File: src/rtl/range_ctrl.sv
// range_ctrl: ultrasonic ranging sequencer: trigger pulse, BCD echo timing and display digit latch.
module range_ctrl #(
    parameter int TRIG_CYCLES = 500,
    parameter int CM_DIV      = 29,
    parameter int PERIOD      = 3000000,
    parameter int TIMEOUT     = 1500000
) (
    input  logic       CLK,
    input  logic       RST,
    input  logic       Echo,
    output logic       Trig,
    output logic [3:0] Hundred,
    output logic [3:0] Ten,
    output logic [3:0] One,
    output logic [3:0] D_Ten,
    output logic [3:0] D_Hundred,
    output logic       Valid,
    output logic       Busy
);
    localparam int SW = $clog2((TRIG_CYCLES > TIMEOUT ? TRIG_CYCLES : TIMEOUT) + 1);
    localparam int PW = $clog2(PERIOD + TRIG_CYCLES + 2 * TIMEOUT + 1);
    localparam int DW = $clog2(CM_DIV + 1);
    localparam logic [SW-1:0] TRIG_LAST = SW'(TRIG_CYCLES - 1);
    localparam logic [SW-1:0] TMO_LAST  = SW'(TIMEOUT - 1);
    localparam logic [PW-1:0] PER_LAST  = PW'(PERIOD - 1);
    localparam logic [DW-1:0] DIV_LAST  = DW'(CM_DIV - 1);
    localparam logic [19:0]   ALL_NINE  = 20'h99999;

    typedef enum logic [1:0] {TRIG, WAIT, MEAS, HOLD} state_t;

    state_t        st, st_n;
    logic          run, carry, tick, load, tmo, echo_s, rise, fall;
    logic [2:0]    sync;
    logic [SW-1:0] st_cnt;
    logic [PW-1:0] per_cnt;
    logic [DW-1:0] pre;
    logic [19:0]   acc, acc_inc, dig;

    // run holds the sequencer idle for the cycle in which RST is released
    assign echo_s = sync[1];
    assign rise   = sync[1] & ~sync[2];
    assign fall   = ~sync[1] & sync[2];
    assign tick   = st == MEAS && echo_s && pre == DIV_LAST;
    assign Trig   = run && st == TRIG;
    assign Busy   = run && st != HOLD;
    assign {Hundred, Ten, One, D_Ten, D_Hundred} = dig;

    always_comb begin
        acc_inc = acc;
        carry = 1'b1;
        for (int i = 0; i < 5; i++) begin
            acc_inc[4*i +: 4] = carry ? (acc[4*i +: 4] == 4'd9 ? 4'd0 : acc[4*i +: 4] + 4'd1) : acc[4*i +: 4];
            carry = carry && acc[4*i +: 4] == 4'd9;
        end
    end

    // a falling edge is tested before the timeout so it wins a tie
    always_comb begin
        st_n = st;
        load = 1'b0;
        tmo  = 1'b0;
        if (run)
            case (st)
                TRIG: st_n = st_cnt == TRIG_LAST ? WAIT : TRIG;
                WAIT: begin
                    st_n = rise ? MEAS : st_cnt == TMO_LAST ? HOLD : WAIT;
                    tmo  = !rise && st_cnt == TMO_LAST;
                end
                MEAS: begin
                    st_n = fall || st_cnt == TMO_LAST ? HOLD : MEAS;
                    load = fall;
                    tmo  = !fall && st_cnt == TMO_LAST;
                end
                HOLD: st_n = per_cnt >= PER_LAST ? TRIG : HOLD;
            endcase
    end

    always_ff @(posedge CLK) begin
        if (RST) begin
            st      <= TRIG;
            run     <= 1'b0;
            sync    <= '0;
            st_cnt  <= '0;
            per_cnt <= '0;
            pre     <= '0;
            acc     <= '0;
            dig     <= '0;
            Valid   <= 1'b0;
        end else begin
            run     <= 1'b1;
            sync    <= {sync[1:0], Echo};
            st      <= st_n;
            st_cnt  <= st_n != st ? '0 : st_cnt + SW'(run);
            per_cnt <= st == HOLD && st_n == TRIG ? '0 : per_cnt + PW'(run);
            if (st == TRIG) begin
                pre <= '0;
                acc <= '0;
            end else if (st == MEAS && echo_s) begin
                pre <= tick ? '0 : pre + DW'(1);
                if (tick && acc != ALL_NINE)
                    acc <= acc_inc;
            end
            if (load) begin
                dig   <= acc;
                Valid <= 1'b1;
            end else if (tmo) begin
                dig   <= ALL_NINE;
                Valid <= 1'b0;
            end
        end
    end
endmodule

File: config.mk
export PLATFORM = sky130hd
export DESIGN_NAME = range_ctrl
export DESIGN_NICKNAME = d
export VERILOG_FILES = /design/src/rtl/range_ctrl.sv
export SDC_FILE = /design/constraint.sdc
export NUM_CORES = 1
export LEC_CHECK = 0
export CORE_MARGIN = 1
export CORE_UTILIZATION = 35
export CTS_BUF_LIST = sky130_fd_sc_hd__clkbuf_8 sky130_fd_sc_hd__clkbuf_16
export CTS_CLUSTER_SIZE = 12
export DETAILED_ROUTE_END_ITERATION = 7
export PLACE_DENSITY = 0.63
export RECOVER_POWER = 100
export SLEW_MARGIN = 20
export SYNTH_ARGS = -nofsm -noshare
export SYNTH_HDL_FRONTEND = slang
export SYNTH_SLANG_ARGS = --single-unit
File: constraint.sdc
create_clock -name CLK -period 2.3 [get_ports CLK]
set_input_delay 0.345 -clock CLK [delete_from_list [all_inputs] [get_ports CLK]]
set_output_delay 0.345 -clock CLK [all_outputs]
set_load 0.02 [all_outputs]
==> results of run 1 <==
## power groups by stage
stage | Combinational, W | Clock [W] | Sequential (W)
global route | 0.0000852 | 0.00164 | 0.00168
global placement | 0.0000765 | 0 | 0.00172
finish | 0.0000756 | 0.00154 | 0.00168
CTS | 0.0000791 | 0.00158 | 0.00168
detailed placement | 0.0000784 | 0 | 0.00172
floorplan | 0.0000504 | 0 | 0.00172
## final cells by class
class | instances | area (um2) | share of cell area, %
Multi-Input combinational cell | 390 | 2490 | 45.4
Clock buffer | 10 | 239 | 4.36
Inverter | 28 | 105 | 1.92
Clock inverter | 6 | 67.6 | 1.23
Timing Repair Buffer | 51 | 443 | 8.08
Tap cell | 172 | 215 | 3.93
Sequential cell | 96 | 1920 | 35.1
## routing by layer
| metal | GRT usage, % | up-vias |
|---|---|---|
| li1 | - | 1997 |
| met1 | 21.5 | 1905 |
| met2 | 25.9 | 51 |
| met3 | 2.06 | 14 |
| met4 | 7.09 | 0 |
| met5 | 0 | - |
## worst min-delay path by stage
| stage | from | end | slack [ns] | cells past startpoint |
|---|---|---|---|---|
| finish | dig[7] | dig[7] | 0.45 | 2 |
| global route | sync[0] | sync[1] | 0.46 | 1 |
| CTS | dig[7] | dig[7] | 0.46 | 2 |
| detailed placement | sync[0] | sync[1] | 0.42 | 1 |
| global placement | sync[0] | sync[1] | 0.44 | 1 |
| floorplan | sync[0] | sync[1] | 0.41 | 1 |
## timing repair
action	4_1_cts	5_1_grt
gates resized for setup	0	2
hold buffers	0	0
endpoints found under the setup margin	0	4
## per-stage QoR
| stage | cell area (um2) | hold slack (ns) | util [%] |
|---|---|---|---|
| after global routing | 5480 | 0.462 | 42.9 |
| after global placement | 5210 | 0.437 | 40.8 |
| final | 5480 | 0.449 | 42.9 |
| after floorplan | 4630 | 0.414 | - |
| after detailed placement | 5210 | 0.425 | 40.8 |
| after CTS | 5520 | 0.455 | 43.2 |
## layout by cell type, fill, tap and decap left out, types with 23 or more instances in the layout
master and n:
nor3_1 34, nand2_1 30, a211oi_1 23, xnor2_1 23
xor2_1 30, inv_1 29, dfxtp_1 96, nand3_1 35
nor2_1 47, a21oi_1 23
## state kept, by name (all words and copies together) (netlist names)
name     flops
Valid        1
acc         20
dig         20
per_cnt     23
pre          5
run          1
st           2
st_cnt      21
sync         3
## critical path, delay by kind of cell (launching register included)
kind	cells	cell delay, ns
DFF	1	0.41
and+or+nand+nor	5	1.22
AOI/OAI and AO/OA	1	0.27
adders and majority gates	1	0.27
## cell families after synthesis
logic type	synth area share (%)
AND/OR/NAND/NOR	25.5
AO/OA/AOI/OAI	15.0
flip-flops	41.5
buffers and inverters	4.64
XOR/XNOR	10.0
adder cells (fa/ha/maj)	2.70
multiplexers	0.648
==> impl_results.html, run 1 <==
<table>
<tr><th>Metric</th><th>Value</th></tr>
<tr><th colspan="2">Outcome</th></tr>
<tr><td>Result of the run</td><td>complete, no violations</td></tr>
<tr><th colspan="2">Clocking</th></tr>
<tr><td>Reg clk slew, reported paths</td><td>0.07 ns</td></tr>
<tr><td>Root Buffer Master</td><td>clkbuf_16</td></tr>
<tr><td>Clk_lat worst skew</td><td>0.34 ns</td></tr>
<tr><td>CTS max path bufs</td><td>2</td></tr>
<tr><td>Number of H-tree branching levels</td><td>3</td></tr>
<tr><td>Sink Count</td><td>96</td></tr>
<tr><td>CTS buffer count</td><td>9</td></tr>
<tr><td>TritonCTS clock tree</td><td>built</td></tr>
<tr><td># Post-CTS Setup Buffers</td><td>0</td></tr>
<tr><th colspan="2">STA</th></tr>
<tr><td>Slew Limit Fails</td><td>0</td></tr>
<tr><td>Headroom to the max-slew limit</td><td>23.0%</td></tr>
<tr><td>Final worst slack</td><td>0.0915 ns</td></tr>
<tr><td>Unrepaired setup endpoints after global routing</td><td>false</td></tr>
<tr><td>Total of endpoints with negative setup slack in the final report</td><td>0</td></tr>
<tr><td>Fin crit share</td><td>96.0%</td></tr>
<tr><td>Final period demand of the worst path</td><td>2.21 ns</td></tr>
<tr><td>Final TNS setup</td><td>0 ns</td></tr>
<tr><td>Tightest Pin Transition</td><td>1.16 ns</td></tr>
<tr><td>Largest clock skew in the final design</td><td>0.00510 ns</td></tr>
<tr><td>Final hold violation count</td><td>0</td></tr>
<tr><td>Highest achievable clock rate</td><td>453 MHz</td></tr>
<tr><th colspan="2">Detailed routing</th></tr>
<tr><td>Highest routed metal layer</td><td>met4</td></tr>
<tr><td>WL final</td><td>10400 um</td></tr>
<tr><td>Remaining number of nets flagged by the antenna check after routing</td><td>0</td></tr>
<tr><td>Average via count per standard cell</td><td>5.27</td></tr>
<tr><td>WL met3</td><td>299 um</td></tr>
<tr><td>Remaining routing DRC violations</td><td>0</td></tr>
<tr><td>Detailed-route wire length on metal 1</td><td>5110 um</td></tr>
<tr><td>DR pass1 iterations</td><td>4</td></tr>
<tr><td>Detailed Route Iter0 Violations</td><td>183</td></tr>
<tr><td>Wire length on met2</td><td>4830 um</td></tr>
<tr><td>Routed length per placed instance</td><td>13.8 um</td></tr>
<tr><td>Total via count in the routed design</td><td>3967</td></tr>
<tr><th colspan="2">Critical path</th></tr>
<tr><td>Critical Path Source Type</td><td>register</td></tr>
<tr><td>Capturing instance or port of the critical path</td><td>acc[11]</td></tr>
<tr><td>Worst Path Arrival</td><td>2.50 ns</td></tr>
<tr><td>Worst r2r src</td><td>st[1]</td></tr>
<tr><td>Slowest stage cell, crit path</td><td>or4_1</td></tr>
<tr><td>Worst path cell trace</td><td>ha_2, and4_1, nand3_1, a2111oi_4, nand2_1, or4_1, nand4_1</td></tr>
<tr><td>Worst setup path startpoint</td><td>st[1]</td></tr>
<tr><td>Reg-to-reg critical path endpoint</td><td>acc[11]</td></tr>
<tr><td>Worst EP required</td><td>2.59 ns</td></tr>
<tr><td>Type of the setup path with the least slack</td><td>reg2reg</td></tr>
<tr><td>Delay of the slowest cell on the worst path</td><td>0.48 ns</td></tr>
<tr><td>Maximum fanout encountered on the critical timing path</td><td>6</td></tr>
<tr><td>R2R depth</td><td>7</td></tr>
<tr><td>Worst setup EP type</td><td>register</td></tr>
<tr><td>R2R setup slack</td><td>0.09 ns</td></tr>
<tr><th colspan="2">Final layout</th></tr>
<tr><td>Number of nets in the layout</td><td>589</td></tr>
<tr><td>Fillers</td><td>1274</td></tr>
<tr><td>Fraction of layout cells with a size suffix above 1</td><td>8.43%</td></tr>
<tr><td>Number of antenna cells inserted</td><td>0</td></tr>
<tr><td>Syn-to-layout area delta</td><td>18.3%</td></tr>
<tr><td>Final non-filler cell total</td><td>753</td></tr>
<tr><th colspan="2">Synth</th></tr>
<tr><td>Flip-flop and latch count after synthesis</td><td>96</td></tr>
<tr><td>Number of different library cells in the post-synthesis netlist</td><td>56</td></tr>
<tr><td>Post-synth EDFFs</td><td>0</td></tr>
<tr><td>Post-Synthesis Cells</td><td>540</td></tr>
<tr><td>Most frequent cell after synthesis</td><td>dfxtp_1</td></tr>
<tr><td>Synth async-reset ratio</td><td>0%</td></tr>
<tr><td>Top cells by instance count after synthesis</td><td>dfxtp_1, nor2_1, nand3_1</td></tr>
<tr><td>Sequential fraction of the synthesis area</td><td>41.5%</td></tr>
<tr><td>Synth warnings</td><td>0</td></tr>
<tr><td>Yosys top cell by area</td><td>dfxtp_1</td></tr>
<tr><td>Synthesized area per cell</td><td>8.58 um2</td></tr>
<tr><td>Portion of synthesized cell area occupied by the leading cell type</td><td>41.5%</td></tr>
<tr><td>Cell types occupying the most area after synthesis</td><td>dfxtp_1, xor2_1, xnor2_1</td></tr>
<tr><td>Summed instance area of the synthesized netlist</td><td>4630 um2</td></tr>
<tr><td>Post-synthesis net count</td><td>553</td></tr>
<tr><td>Top FF cell, synth</td><td>dfxtp_1</td></tr>
<tr><th colspan="2">Place</th></tr>
<tr><td>Routability-driven placement congestion ratio</td><td>0.862</td></tr>
<tr><td>Hpwl dp</td><td>7170 um</td></tr>
<tr><td>Port buffer count</td><td>25</td></tr>
<tr><td>Placed instance count</td><td>737</td></tr>
<tr><td>Worst slack after detailed placement</td><td>0.128 ns</td></tr>
<tr><th colspan="2">Power and ir drop</th></tr>
<tr><td>Switching fraction of total power</td><td>21.8%</td></tr>
<tr><td>Total power</td><td>0.00330 W</td></tr>
<tr><td>Largest voltage drop on the vdd net</td><td>0.278 mV</td></tr>
<tr><td>Part of the total power dissipated in combinational logic</td><td>2.3%</td></tr>
<tr><td>Leakage power summed over all cells</td><td>1.90 nW</td></tr>
<tr><td>Part of the total power dissipated in sequential elements</td><td>51.0%</td></tr>
<tr><td>Clock Power Share</td><td>46.7%</td></tr>
<tr><td>Int Power</td><td>0.00258 W</td></tr>
<tr><td>Switching power</td><td>0.000720 W</td></tr>
<tr><td>Total power density per cell area</td><td>602 nW/um2</td></tr>
<tr><th colspan="2">Global route</th></tr>
<tr><td>Vias in the first global route</td><td>3735</td></tr>
<tr><td>Leftover overflow at the end of global routing</td><td>0</td></tr>
<tr><td>Antenna violations before repair</td><td>0</td></tr>
<tr><td>Maximum number of pins on one net before global-route repair</td><td>26</td></tr>
<tr><td>Wire length of the first global-routing pass</td><td>17500 um</td></tr>
<tr><td>Combined global-route utilization of all metal layers</td><td>16.0%</td></tr>
<tr><th colspan="2">Floorplanning</th></tr>
<tr><td>Number of primary I/O pins</td><td>26</td></tr>
<tr><td>Starting density of the core</td><td>36.3%</td></tr>
<tr><td>Std cell rows</td><td>41</td></tr>
<tr><td>Die Ht</td><td>117 um</td></tr>
<tr><td>Die boundary width</td><td>117 um</td></tr>
<tr><td>Core box area</td><td>12800 um2</td></tr>
<tr><td>Area enclosed by the die boundary</td><td>13700 um2</td></tr>
<tr><th colspan="2">Job</th></tr>
<tr><td>Maximum Capacitance Violations</td><td>0</td></tr>
<tr><th colspan="2">Worst hold path</th></tr>
<tr><td>Hold WC Path Type</td><td>reg2reg</td></tr>
</table>
(Power assumes the default switching activity.)
==> inputs of run 2 (changes only) <==
Settings changed: SKIP_LAST_GASP set to 1.
==> results of run 2 <==
The final DEF is identical to that of run 1; final timing and power are the same.
==> inputs of run 3 (changes only) <==
==> constraint.sdc (replaced) <==
create_clock -name CLK -period 2.3 [get_ports CLK]
set_input_delay 0.69 -clock CLK [delete_from_list [all_inputs] [get_ports CLK]]
set_output_delay 0.69 -clock CLK [all_outputs]
set_load 0.02 [all_outputs]
==> run 3 against run 2 <==
Net effect: wire length increased by 0.13%; sequential share of layout area fell by 0.27 points; non-clock buffer count up 6; hold slack improved by 0.00078 ns; clock skew grew 0.0040 ns; first-iteration DRC count up 3.3%; clock power decreased by 8%; critical path type is now reg2out; critical endpoint is now Trig; highest routed layer unchanged.
==> impl_results.html, run 3 (synthesis gave the netlist of run 1 again) <==
<table>
<tr><th>Metric</th><th>Value</th></tr>
<tr><th colspan="2">Critical path</th></tr>
<tr><td>Slowest stage cell, crit path</td><td>dfxtp_1 (was or4_1)</td></tr>
<tr><td>R2R setup slack</td><td>0.13 ns (was 0.09 ns)</td></tr>
<tr><td>Total buffers and inverters traversed by the critical path</td><td>2 (was 0)</td></tr>
<tr><td>Worst r2r src</td><td>st[0] (was st[1])</td></tr>
<tr><td>Critical Path Source Type</td><td>register (unchanged)</td></tr>
<tr><td>Worst path cell trace</td><td>inv_2, ha_1, and2_4, dlygate4sd2_1 (was ha_2, and4_1, nand3_1, a2111oi_4, nand2_1, or4_1, nand4_1)</td></tr>
<tr><td>Family with the most delay on the worst path</td><td>flip-flops (was simple AND/OR/NAND/NOR gates)</td></tr>
<tr><td>Maximum fanout encountered on the critical timing path</td><td>4 (was 6)</td></tr>
<tr><td>Delay of the slowest cell on the worst path</td><td>0.39 ns (was 0.48 ns)</td></tr>
<tr><td>Reg-to-reg critical path endpoint</td><td>per_cnt[12] (was acc[11])</td></tr>
<tr><td>R2R depth</td><td>9 (was 7)</td></tr>
<tr><td>Worst EP required</td><td>1.61 ns (was 2.59 ns)</td></tr>
<tr><td>Worst setup EP type</td><td>output port (was register)</td></tr>
<tr><td>Worst Path Arrival</td><td>1.51 ns (was 2.50 ns)</td></tr>
<tr><td>Type of the setup path with the least slack</td><td>reg2out (was reg2reg)</td></tr>
<tr><th colspan="2">STA</th></tr>
<tr><td>Final TNS setup</td><td>0 ns (unchanged)</td></tr>
<tr><td>Total of endpoints with negative setup slack in the final report</td><td>0 (unchanged)</td></tr>
<tr><td>Tightest Pin Transition</td><td>0.523 ns (was 1.16 ns)</td></tr>
<tr><td>Fin crit share</td><td>95.6% (was 96.0%)</td></tr>
<tr><td>Unrepaired setup endpoints after global routing</td><td>true (was false)</td></tr>
<tr><td>Slew Limit Fails</td><td>0 (unchanged)</td></tr>
<tr><td>Headroom to the max-slew limit</td><td>65.1% (was 23.0%)</td></tr>
<tr><td>Highest achievable clock rate</td><td>455 MHz (was 453 MHz)</td></tr>
<tr><td>Final period demand of the worst path</td><td>2.20 ns (was 2.21 ns)</td></tr>
<tr><td>Largest clock skew in the final design</td><td>0.00905 ns (was 0.00510 ns)</td></tr>
<tr><td>Final hold violation count</td><td>0 (unchanged)</td></tr>
<tr><th colspan="2">Outcome</th></tr>
<tr><td>Result of the run</td><td>complete, no violations (unchanged)</td></tr>
<tr><th colspan="2">Final layout</th></tr>
<tr><td>Register bank with the most flops</td><td>per_cnt (unchanged)</td></tr>
<tr><td>Number of antenna cells inserted</td><td>0 (unchanged)</td></tr>
<tr><td>Registers with the highest flip-flop counts</td><td>per_cnt: 23 flops, st_cnt: 21 flops (unchanged)</td></tr>
<tr><td>Fillers</td><td>1258 (was 1274)</td></tr>
<tr><td>Post-route cell area</td><td>5540 um2 (was 5480 um2)</td></tr>
<tr><td>Syn-to-layout area delta</td><td>19.6% (was 18.3%)</td></tr>
<tr><td>Final Core Density</td><td>43.4% (was 42.9%)</td></tr>
<tr><td>Number of nets in the layout</td><td>595 (was 589)</td></tr>
<tr><td>Number of flip-flops in the largest register</td><td>23 (unchanged)</td></tr>
<tr><td>Fraction of layout cells with a size suffix above 1</td><td>11.2% (was 8.43%)</td></tr>
<tr><td>Commonest non-fill, non-tap cell in the layout</td><td>dfxtp_1 (unchanged)</td></tr>
<tr><td>Most frequent cells in the layout</td><td>dfxtp_1, nor2_1, nand3_1 (unchanged)</td></tr>
<tr><th colspan="2">Worst hold path</th></tr>
<tr><td>Hold Path Sink</td><td>dig[3] (was dig[7])</td></tr>
<tr><td>Hold Startpoint</td><td>dig[3] (was dig[7])</td></tr>
<tr><td>Hold WC Path Type</td><td>reg2reg (unchanged)</td></tr>
<tr><td>Number of cells traversed by the worst hold path</td><td>2 (unchanged)</td></tr>
<tr><th colspan="2">Detailed routing</th></tr>
<tr><td>Total via count in the routed design</td><td>3912 (was 3967)</td></tr>
<tr><td>Remaining routing DRC violations</td><td>0 (unchanged)</td></tr>
<tr><td>WL final</td><td>10400 um (about the same)</td></tr>
<tr><td>Remaining number of nets flagged by the antenna check after routing</td><td>0 (unchanged)</td></tr>
<tr><td>Routed length per placed instance</td><td>13.7 um (was 13.8 um)</td></tr>
<tr><td>DR pass1 iterations</td><td>4 (unchanged)</td></tr>
<tr><td>Average via count per standard cell</td><td>5.15 (was 5.27)</td></tr>
<tr><td>Detailed Route Iter0 Violations</td><td>189 (was 183)</td></tr>
<tr><th colspan="2">Place</th></tr>
<tr><td>Total placed instance area</td><td>5250 um2 (was 5210 um2)</td></tr>
<tr><td>Port buffer count</td><td>25 (unchanged)</td></tr>
<tr><td>Hpwl dp</td><td>7290 um (was 7170 um)</td></tr>
<tr><td>Routability-driven placement congestion ratio</td><td>0.830 (was 0.862)</td></tr>
<tr><th colspan="2">Floorplanning</th></tr>
<tr><td>Area enclosed by the die boundary</td><td>13700 um2 (unchanged)</td></tr>
<tr><td>Starting density of the core</td><td>36.3% (unchanged)</td></tr>
<tr><td>Die boundary width</td><td>117 um (unchanged)</td></tr>
<tr><td>Number of primary I/O pins</td><td>26 (unchanged)</td></tr>
<tr><td>Die Ht</td><td>117 um (unchanged)</td></tr>
<tr><td>Core box area</td><td>12800 um2 (unchanged)</td></tr>
<tr><td>Std cell rows</td><td>41 (unchanged)</td></tr>
<tr><th colspan="2">Power and ir drop</th></tr>
<tr><td>Leakage power summed over all cells</td><td>1.93 nW (was 1.90 nW)</td></tr>
<tr><td>Part of the total power dissipated in sequential elements</td><td>52.9% (was 51.0%)</td></tr>
<tr><td>Clock Power Share</td><td>44.6% (was 46.7%)</td></tr>
<tr><td>Part of the total power dissipated in combinational logic</td><td>2.5% (was 2.3%)</td></tr>
<tr><td>Int Power</td><td>0.00245 W (was 0.00258 W)</td></tr>
<tr><td>Largest voltage drop on the vdd net</td><td>0.483 mV (was 0.278 mV)</td></tr>
<tr><td>Switching fraction of total power</td><td>23.0% (was 21.8%)</td></tr>
<tr><td>Switching power</td><td>0.000732 W (was 0.000720 W)</td></tr>
<tr><td>Total power density per cell area</td><td>574 nW/um2 (was 602 nW/um2)</td></tr>
<tr><td>Total power</td><td>0.00318 W (was 0.00330 W)</td></tr>
<tr><th colspan="2">Clocking</th></tr>
<tr><td>CTS buffer count</td><td>9 (unchanged)</td></tr>
<tr><td># Post-CTS Setup Buffers</td><td>0 (unchanged)</td></tr>
<tr><td>Clk_lat worst skew</td><td>0.35 ns (was 0.34 ns)</td></tr>
<tr><td>Root Buffer Master</td><td>clkbuf_16 (unchanged)</td></tr>
<tr><td>Number of H-tree branching levels</td><td>3 (unchanged)</td></tr>
<tr><td>Reg clk slew, reported paths</td><td>0.07 ns (about the same)</td></tr>
<tr><td>CTS max path bufs</td><td>2 (unchanged)</td></tr>
<tr><td>Sink Count</td><td>96 (unchanged)</td></tr>
<tr><td>TritonCTS clock tree</td><td>built (unchanged)</td></tr>
<tr><th colspan="2">Global route</th></tr>
<tr><td>Vias in the first global route</td><td>3739 (was 3735)</td></tr>
<tr><td>Wire length of the first global-routing pass</td><td>17500 um (about the same)</td></tr>
<tr><td>Combined global-route utilization of all metal layers</td><td>16.2% (was 16.0%)</td></tr>
<tr><td>Antenna violations before repair</td><td>0 (unchanged)</td></tr>
<tr><td>Maximum number of pins on one net before global-route repair</td><td>26 (unchanged)</td></tr>
<tr><td>Leftover overflow at the end of global routing</td><td>0 (unchanged)</td></tr>
<tr><th colspan="2">Job</th></tr>
<tr><td>Maximum Capacitance Violations</td><td>0 (unchanged)</td></tr>
</table>
-- run 3: cell types whose count changed in the layout (fill, tap and decap cells not counted), sizes merged --
cell,before,now
buf,21,25
clkinvlp,0,2
dlygate4sd2,0,2
bufinv,1,0
clkdlybuf4s50,2,1
clkinv,2,1
inv,31,32
-- run 3: cell type report --
cell class | count | area (um2) | share of cell area, %
sequential | 96 | 1930 | 34.8
timing repair buffer | 57 | 489 | 8.83
multi-input combinational | 390 | 2520 | 45.5
clock inverter | 7 | 56.3 | 1.02
clock buffer | 9 | 225 | 4.07
inverter | 28 | 105 | 1.90
tap | 172 | 215 | 3.88
-- run 3: per-layer routing --
layer  vias to the layer above  global-route usage (%)  wire length, um
met5                         -                       0                0
met4                         0                    6.84              176
met3                        13                    2.78              273
met2                        46                    25.9             4790
met1                      1833                    21.7             5140
li1                       2020                       -                -
-- run 3: repair_timing --
item / 4_1_cts / 5_1_grt
pin swaps: 0 / 1
cloned: 0 / 1
hold buffers: 0 / 0
resized for setup: 3 / 15
endpoints found under the setup margin: 2 / 51
-- run 3: tightest hold or removal path, cell delays in order, from the launching register on --
cell	delay, ns
dfxtp_1	0.31
inv_1	0.05
a21oi_1	0.05
-- run 3: through the flow --
step | worst slack (ns) | cells | hold slack [ns]
2_1_floorplan | 0.0614 | 540 | 0.414
3_3_place_gp | 0.0643 | 742 | 0.437
3_5_place_dp | -0.0219 | 742 | 0.435
4_1_cts | -0.000868 | 758 | 0.451
5_1_grt | -0.0398 | 759 | 0.472
6_report | 0.102 | 759 | 0.449
-- run 3: power by group through the flow --
stage / Combinational [W] / Clock (W) / Sequential [W]
after global placement: 0.0000751 / 0 / 0.00172
after floorplan: 0.0000504 / 0 / 0.00172
final: 0.0000784 / 0.00142 / 0.00168
after global routing: 0.0000883 / 0.00152 / 0.00168
after CTS: 0.0000762 / 0.00146 / 0.00168
after detailed placement: 0.0000770 / 0 / 0.00172
-- run 3: worst max-delay path by stage --
stage,depth (start not counted),to,slack [ns],startpoint
finish,4,Trig,0.10,st[0]
global route,9,st_cnt[5],-0.04,st[1]
CTS,4,Trig,-0.0009,st[1]
detailed placement,6,st_cnt[5],-0.02,RST
global placement,6,st_cnt[12],0.06,RST
floorplan,9,acc[11],0.06,st[0]
